===== config.mk =====
export PLATFORM = sky130hd
export DESIGN_NAME = conway_life_engine
export DESIGN_NICKNAME = d
export VERILOG_FILES = /design/src/rtl/conway_life_engine.sv
export SDC_FILE = /design/constraint.sdc
export NUM_CORES = 1
export LEC_CHECK = 0
export ABC_AREA = 1
export BUFFER_PORTS_ARGS = -buffer_cell sky130_fd_sc_hd__buf_4
export CORE_MARGIN = 2
export CORE_UTILIZATION = 30
export CTS_CLUSTER_DIAMETER = 60
export DETAILED_ROUTE_END_ITERATION = 8
export PLACE_DENSITY_LB_ADDON = 0.08
export SYNTH_ARGS = -nofsm -noshare
export SYNTH_HDL_FRONTEND = slang
export SYNTH_SLANG_ARGS = --single-unit

===== constraint.sdc =====
create_clock -name clk -period 4.8 [get_ports clk]
set_input_delay 0.72 -clock clk [delete_from_list [all_inputs] [get_ports clk]]
set_output_delay 0.72 -clock clk [all_outputs]
set_load 0.01 [all_outputs]

===== src/rtl/conway_life_engine.sv =====
// Game-of-Life board engine: holds a 2**LOG_W x 2**LOG_H board and runs
// CLEAR / RANDOM / STEP / TOGGLE commands over a valid/ready handshake.
module conway_life_engine #(
  parameter int         LOG_W        = 3,
  parameter int         LOG_H        = 3,
  parameter int         WRAP         = 1,
  parameter logic [8:0] BIRTH_MASK   = 9'b000001000,
  parameter logic [8:0] SURVIVE_MASK = 9'b000001100,
  parameter int         GEN_W        = 16
) (
  input  logic                   clk,
  input  logic                   reset,
  input  logic                   cmd_valid,
  output logic                   cmd_ready,
  input  logic [1:0]             cmd_op,
  input  logic [LOG_W+LOG_H-1:0] cmd_addr,
  input  logic                   rng_bit,
  input  logic [LOG_W+LOG_H-1:0] rd_addr,
  output logic                   rd_data,
  output logic                   done,
  output logic [GEN_W-1:0]       generation,
  output logic [LOG_W+LOG_H:0]   population,
  output logic                   stable
);

  localparam int AW = LOG_W + LOG_H;
  localparam int N  = 1 << AW;

  localparam logic [1:0] OP_CLEAR  = 2'd0;
  localparam logic [1:0] OP_RANDOM = 2'd1;
  localparam logic [1:0] OP_STEP   = 2'd2;

  localparam logic [LOG_W:0] DX_M = {(LOG_W+1){1'b1}};
  localparam logic [LOG_W:0] DX_Z = {(LOG_W+1){1'b0}};
  localparam logic [LOG_W:0] DX_P = {{LOG_W{1'b0}}, 1'b1};
  localparam logic [LOG_H:0] DY_M = {(LOG_H+1){1'b1}};
  localparam logic [LOG_H:0] DY_Z = {(LOG_H+1){1'b0}};
  localparam logic [LOG_H:0] DY_P = {{LOG_H{1'b0}}, 1'b1};

  // Masks widened so a 4-bit count indexes them without range issues.
  localparam logic [15:0] BIRTH16   = {7'b0000000, BIRTH_MASK};
  localparam logic [15:0] SURVIVE16 = {7'b0000000, SURVIVE_MASK};

  typedef enum logic [2:0] {S_IDLE, S_FILL, S_EVAL, S_COMMIT, S_TOG} state_t;

  state_t           r_state;
  logic             r_ready;
  logic             r_done;
  logic [GEN_W-1:0] r_gen;
  logic [AW:0]      r_pop;
  logic             r_stable;
  logic             r_fill_rnd;
  logic [AW-1:0]    r_addr;
  logic [AW-1:0]    r_idx;
  logic [3:0]       r_phase;
  logic [3:0]       r_cnt;
  logic             r_changed;
  logic             r_board [N];
  logic             r_next  [N];

  logic [LOG_W:0]   w_dx;
  logic [LOG_H:0]   w_dy;
  logic [LOG_W:0]   w_nx;
  logic [LOG_H:0]   w_ny;
  logic             w_in_range;
  logic [AW-1:0]    w_nb_addr;
  logic             w_nb_bit;
  logic             w_alive;
  logic             w_next;
  logic             w_last;
  logic             w_fill_bit;
  logic             w_wr_en;
  logic [AW-1:0]    w_wr_addr;
  logic             w_wr_data;

  assign cmd_ready  = r_ready;
  assign done       = r_done;
  assign generation = r_gen;
  assign population = r_pop;
  assign stable     = r_stable;
  assign rd_data    = r_board[rd_addr];

  // Neighbour offset for the current accumulation phase.
  always_comb begin
    w_dx = DX_Z;
    w_dy = DY_Z;
    case (r_phase)
      4'd0:    begin w_dx = DX_M; w_dy = DY_P; end
      4'd1:    begin w_dx = DX_Z; w_dy = DY_P; end
      4'd2:    begin w_dx = DX_P; w_dy = DY_P; end
      4'd3:    begin w_dx = DX_M; w_dy = DY_Z; end
      4'd4:    begin w_dx = DX_P; w_dy = DY_Z; end
      4'd5:    begin w_dx = DX_M; w_dy = DY_M; end
      4'd6:    begin w_dx = DX_Z; w_dy = DY_M; end
      4'd7:    begin w_dx = DX_P; w_dy = DY_M; end
      default: begin w_dx = DX_Z; w_dy = DY_Z; end
    endcase
  end

  // The extra top bit flags a step off either edge of the board.
  assign w_nx       = {1'b0, r_idx[LOG_W-1:0]} + w_dx;
  assign w_ny       = {1'b0, r_idx[AW-1:LOG_W]} + w_dy;
  assign w_in_range = (WRAP != 0) || (!w_nx[LOG_W] && !w_ny[LOG_H]);
  assign w_nb_addr  = {w_ny[LOG_H-1:0], w_nx[LOG_W-1:0]};
  assign w_nb_bit   = r_board[w_nb_addr] & w_in_range;
  assign w_alive    = r_board[r_idx];
  assign w_next     = w_alive ? SURVIVE16[r_cnt] : BIRTH16[r_cnt];
  assign w_last     = &r_idx;
  assign w_fill_bit = r_fill_rnd & rng_bit;

  // Single board write port shared by FILL, COMMIT and TOG.
  always_comb begin
    w_wr_en   = 1'b0;
    w_wr_addr = r_idx;
    w_wr_data = 1'b0;
    case (r_state)
      S_FILL:   begin w_wr_en = 1'b1; w_wr_data = w_fill_bit; end
      S_COMMIT: begin w_wr_en = 1'b1; w_wr_data = r_next[r_idx]; end
      S_TOG:    begin w_wr_en = 1'b1; w_wr_addr = r_addr; w_wr_data = ~r_board[r_addr]; end
      default:  begin w_wr_en = 1'b0; end
    endcase
  end

  // Board storage; deliberately not reset.
  always_ff @(posedge clk) begin
    if (w_wr_en && !reset) begin
      r_board[w_wr_addr] <= w_wr_data;
    end
    if ((r_state == S_EVAL) && (r_phase == 4'd8) && !reset) begin
      r_next[r_idx] <= w_next;
    end
  end

  // Command FSM with registered status outputs.
  always_ff @(posedge clk) begin
    if (reset) begin
      r_state    <= S_IDLE;
      r_ready    <= 1'b1;
      r_done     <= 1'b0;
      r_gen      <= {GEN_W{1'b0}};
      r_pop      <= {(AW+1){1'b0}};
      r_stable   <= 1'b0;
      r_fill_rnd <= 1'b0;
      r_addr     <= {AW{1'b0}};
      r_idx      <= {AW{1'b0}};
      r_phase    <= 4'd0;
      r_cnt      <= 4'd0;
      r_changed  <= 1'b0;
    end else begin
      r_done <= 1'b0;
      case (r_state)
        S_IDLE: begin
          if (cmd_valid) begin
            r_ready <= 1'b0;
            r_idx   <= {AW{1'b0}};
            r_phase <= 4'd0;
            r_cnt   <= 4'd0;
            r_addr  <= cmd_addr;
            case (cmd_op)
              OP_CLEAR, OP_RANDOM: begin
                r_state    <= S_FILL;
                r_fill_rnd <= (cmd_op == OP_RANDOM);
                r_pop      <= {(AW+1){1'b0}};
                r_gen      <= {GEN_W{1'b0}};
                r_stable   <= 1'b0;
              end
              OP_STEP: begin
                r_state   <= S_EVAL;
                r_changed <= 1'b0;
              end
              default: r_state <= S_TOG;
            endcase
          end
        end
        S_FILL: begin
          r_pop <= r_pop + {{AW{1'b0}}, w_fill_bit};
          r_idx <= r_idx + {{(AW-1){1'b0}}, 1'b1};
          if (w_last) begin
            r_state <= S_IDLE;
            r_ready <= 1'b1;
            r_done  <= 1'b1;
          end
        end
        S_EVAL: begin
          if (r_phase == 4'd8) begin
            r_phase <= 4'd0;
            r_cnt   <= 4'd0;
            r_idx   <= r_idx + {{(AW-1){1'b0}}, 1'b1};
            if (w_next != w_alive) r_changed <= 1'b1;
            if (w_last) begin
              r_state <= S_COMMIT;
              r_pop   <= {(AW+1){1'b0}};
            end
          end else begin
            r_cnt   <= r_cnt + {3'b000, w_nb_bit};
            r_phase <= r_phase + 4'd1;
          end
        end
        S_COMMIT: begin
          r_pop <= r_pop + {{AW{1'b0}}, r_next[r_idx]};
          r_idx <= r_idx + {{(AW-1){1'b0}}, 1'b1};
          if (w_last) begin
            r_state  <= S_IDLE;
            r_ready  <= 1'b1;
            r_done   <= 1'b1;
            r_gen    <= r_gen + {{(GEN_W-1){1'b0}}, 1'b1};
            r_stable <= ~r_changed;
          end
        end
        S_TOG: begin
          r_pop   <= r_board[r_addr] ? (r_pop - {{AW{1'b0}}, 1'b1})
                                     : (r_pop + {{AW{1'b0}}, 1'b1});
          r_state <= S_IDLE;
          r_ready <= 1'b1;
          r_done  <= 1'b1;
        end
        default: begin
          r_state <= S_IDLE;
          r_ready <= 1'b1;
        end
      endcase
    end
  end

endmodule

==> out/qor.txt <==
status: completed
worst hold start: generation[15]
startpoint types: register
Placer Congestion: 0.814
share of the yosys chip area belonging to registers: 47.9%
Top FF cell, synth: edfxtp_1
Max transition margin: 36.4%
initial core utilization: 30.6%
Min-Delay Path Depth: 1
CP Capture Type: register
synthesized area per cell: 8.05 sq um
clock share of power: 26.2%
Placeable Area: 0.0357 sq mm
Max clock buf depth: 2
Via density: 5.18
post_cts resized: 0
Setup WS pre-CTS: 0.804 ns
Crit Path Max Fanout: 14
DR DRC count: 0
Highest Clock Rate: 248 MHz
Hold Crit Endpoint: generation[15]
CTS tree: done
Adder-Cell Fraction of Synth Area: 2.73%
Int Power: 3.49 mW
syn_nets: 1396
Die Y: 195 microns
Tmin final: 4.03 ns
postcts setup bufs: 0
placed inst area: 0.0117 sq mm
sequential share of power: 34.3%
Syn Inst Count: 1356
die area: 0.0379 sq mm
Leak: 4.67 nW
layout cells sized above 1: 9.28%
xor/xnor share of the synthesized area: 0.561%
Seq cells post-synth: 197
WS Path Type: register to register
Cell variety after synth: 56
number of global-route vias before repair: 9126
Max Cap Violations: 0
Net Sw Power: 2.33 mW
Final Cell Area: 0.0123 sq mm
Sum Neg Setup Slack: 0 ns
Antenna Nets Post-Route: 0
switch share: 40.1%
Reg2Reg Depth: 20
die width: 195 microns
synthesized area: 0.0109 sq mm
Post-Route WL: 36600 microns
Final period util: 83.9%
RSZ-0062 raised after global routing: false
Overflow after GRT: 0
mux contribution to synthesized area: 0.642%
CTS Hold Bufs: 0
clock skew: 0.0157 ns
initial antenna violation count: 0
pin count of the biggest net entering global routing: 65
Power Dens Cells: 473 mW/mm^2
Clock Sinks: 197
largest family of logic cells by synthesized area: simple AND/OR/NAND/NOR gates
Compound-Gate Fraction of Synth Area: 15.5%
Synth Warn #: 0
number of port buffers: 44
Synth Area in Simple Gates: 26.3%
Fin. Hold Viols: 0
DP Cell Count: 1819
Crit path arrival time: 4.40 ns
Max VDD drop: 267 uV
CTS buffer count: 17
commonest non-fill, non-tap cell in the layout: nor2_1
EDFF count, synth: 128
wire per inst: 19.8 microns
number of nets in the layout: 1417
Logic pwr share: 39.5%
final core occ: 34.4%
fin cells: 1851
DP HPWL: 24700 microns
root buf cell: clkbuf_16
top post-synthesis cells by area: edfxtp_1 35%, dfxtp_1 13%, nor2_1 8.3%
WP data required: 5.17 ns
ys async rst share: 0%
worst hold path type: register to register
most frequent cells in the layout: 240 x nor2_1, 220 x nand2_1, 136 x nand3_1
clock transition at the registers of the reported paths: 0.07 ns
later-pin clock latency in the skew report: 0.46 ns
first-pass GRT wire length: 56200 microns
R2R Setup Slk: 0.77 ns
Ant. Diodes: 0
Final Max Tran Viols: 0
post-synth top area cell: edfxtp_1
# rows: 69
1st-iter DRT viols: 855
H-tree Lvls: 4
setup ws final: 0.774 ns
Worst Tran Pin Value: 0.951 ns
num ports: 45
final-report setup violation count: 0
Syn-to-layout area delta: 12.8%
post-synth top area share: 35.2%
DR vias: 9587
first-pass iteration count of the detailed router: 6
GRT Total Usage: 19.6%
# fillers: 3800
r2r startpoint: r_phase[3]
[power by group through the flow]
stage	Clock (mW)	Combinational (mW)	Sequential [mW]
floorplan	0	1.65	2.01
global placement	0	2.30	2.03
detailed placement	0	2.30	2.04
CTS	1.56	2.30	2.00
global route	1.62	2.60	2.01
finish	1.53	2.30	1.99
[sequential cells by signal, indices dropped and copies added (netlist names), named ones only]
signal and cells:
r_board 64, r_next 64, generation 16, population 7
r_addr 6, r_idx 6, r_cnt 4, r_phase 4
r_state 3, cmd_ready 1, done 1, r_changed 1
r_fill_rnd 1, stable 1
[synthesized netlist by cell type (4+ instances only)]
cell type	number
a211oi_1	6
a21oi_1	88
a31oi_1	8
buf_2	22
clkbuf_1	33
dfxtp_1	69
edfxtp_1	128
ha_1	19
inv_1	104
inv_2	6
mux2i_1	7
nand2_1	220
nand3_1	137
nand3b_1	5
nand4_1	12
nor2_1	240
nor2_2	4
nor2_4	6
nor3_1	5
nor4_1	9
o211ai_1	14
o21ai_0	127
o21ai_1	7
o221ai_1	15
o22ai_1	4
o311ai_0	7
xor2_1	4
[worst max-delay path by stage]
stage	startpoint	to	slack (ns)	cells after the start
floorplan	r_idx[0]	register	1.68	19
global placement	r_phase[3]	register	0.82	20
detailed placement	r_phase[3]	register	0.80	20
CTS	r_phase[3]	register	0.77	20
global route	r_phase[3]	register	0.37	20
finish	r_phase[3]	register	0.77	20
[cell type report]
| cell class | count | area [sq um] | area share (%) |
|---|---|---|---|
| Tap cell | 461 | 577 | 4.68 |
| Sequential cell | 197 | 5230 | 42.4 |
| Timing Repair Buffer | 61 | 458 | 3.72 |
| Clock buffer | 22 | 464 | 3.77 |
| Multi-Input combinational cell | 985 | 5000 | 40.6 |
| Inverter | 115 | 437 | 3.55 |
| Clock inverter | 10 | 146 | 1.19 |
[stage by stage]
step	hold slack [ns]	power, mW
2_1_floorplan	0.431	3.66
3_3_place_gp	0.458	4.33
3_5_place_dp	0.457	4.33
4_1_cts	0.477	5.86
5_1_grt	0.505	6.23
6_report	0.471	5.82
[per-layer routing]
layer | GRT usage, % | up-vias | share of wire, %
li1 | - | 4718 | -
met4 | 7.49 | 0 | 3.0
met2 | 29.5 | 272 | 44
met5 | 0 | - | 0
met3 | 3.51 | 48 | 5.3
met1 | 27.8 | 4549 | 48
[critical path, cell delays in order (launching register included)]
cell and delay (ns):
dfxtp_1 0.35, nor2_1 0.16, ha_2 0.18, inv_1 0.05
fa_1 0.57, clkinv_1 0.40, buf_4 0.34, a21oi_1 0.11
o21ai_0 0.10, a31oi_1 0.20, o21ai_0 0.13, nand3_1 0.10
nand3b_1 0.08, nand2_1 0.11, inv_1 0.10, ha_1 0.22
ha_1 0.28, nand2_1 0.05, a21oi_1 0.16, o21ai_0 0.13
nor3_1 0.13
[cell families after synthesis]
| kind of cell | after synthesis |
|---|---|
| and+or+nand+nor | 654 |
| xor gates and xnor gates | 7 |
| adders and majority gates | 22 |
| DFF | 197 |
| muxes | 7 |
| buffers and inverters | 174 |
| AOI/OAI and AO/OA | 295 |
Power figures use the tool's default switching activity.
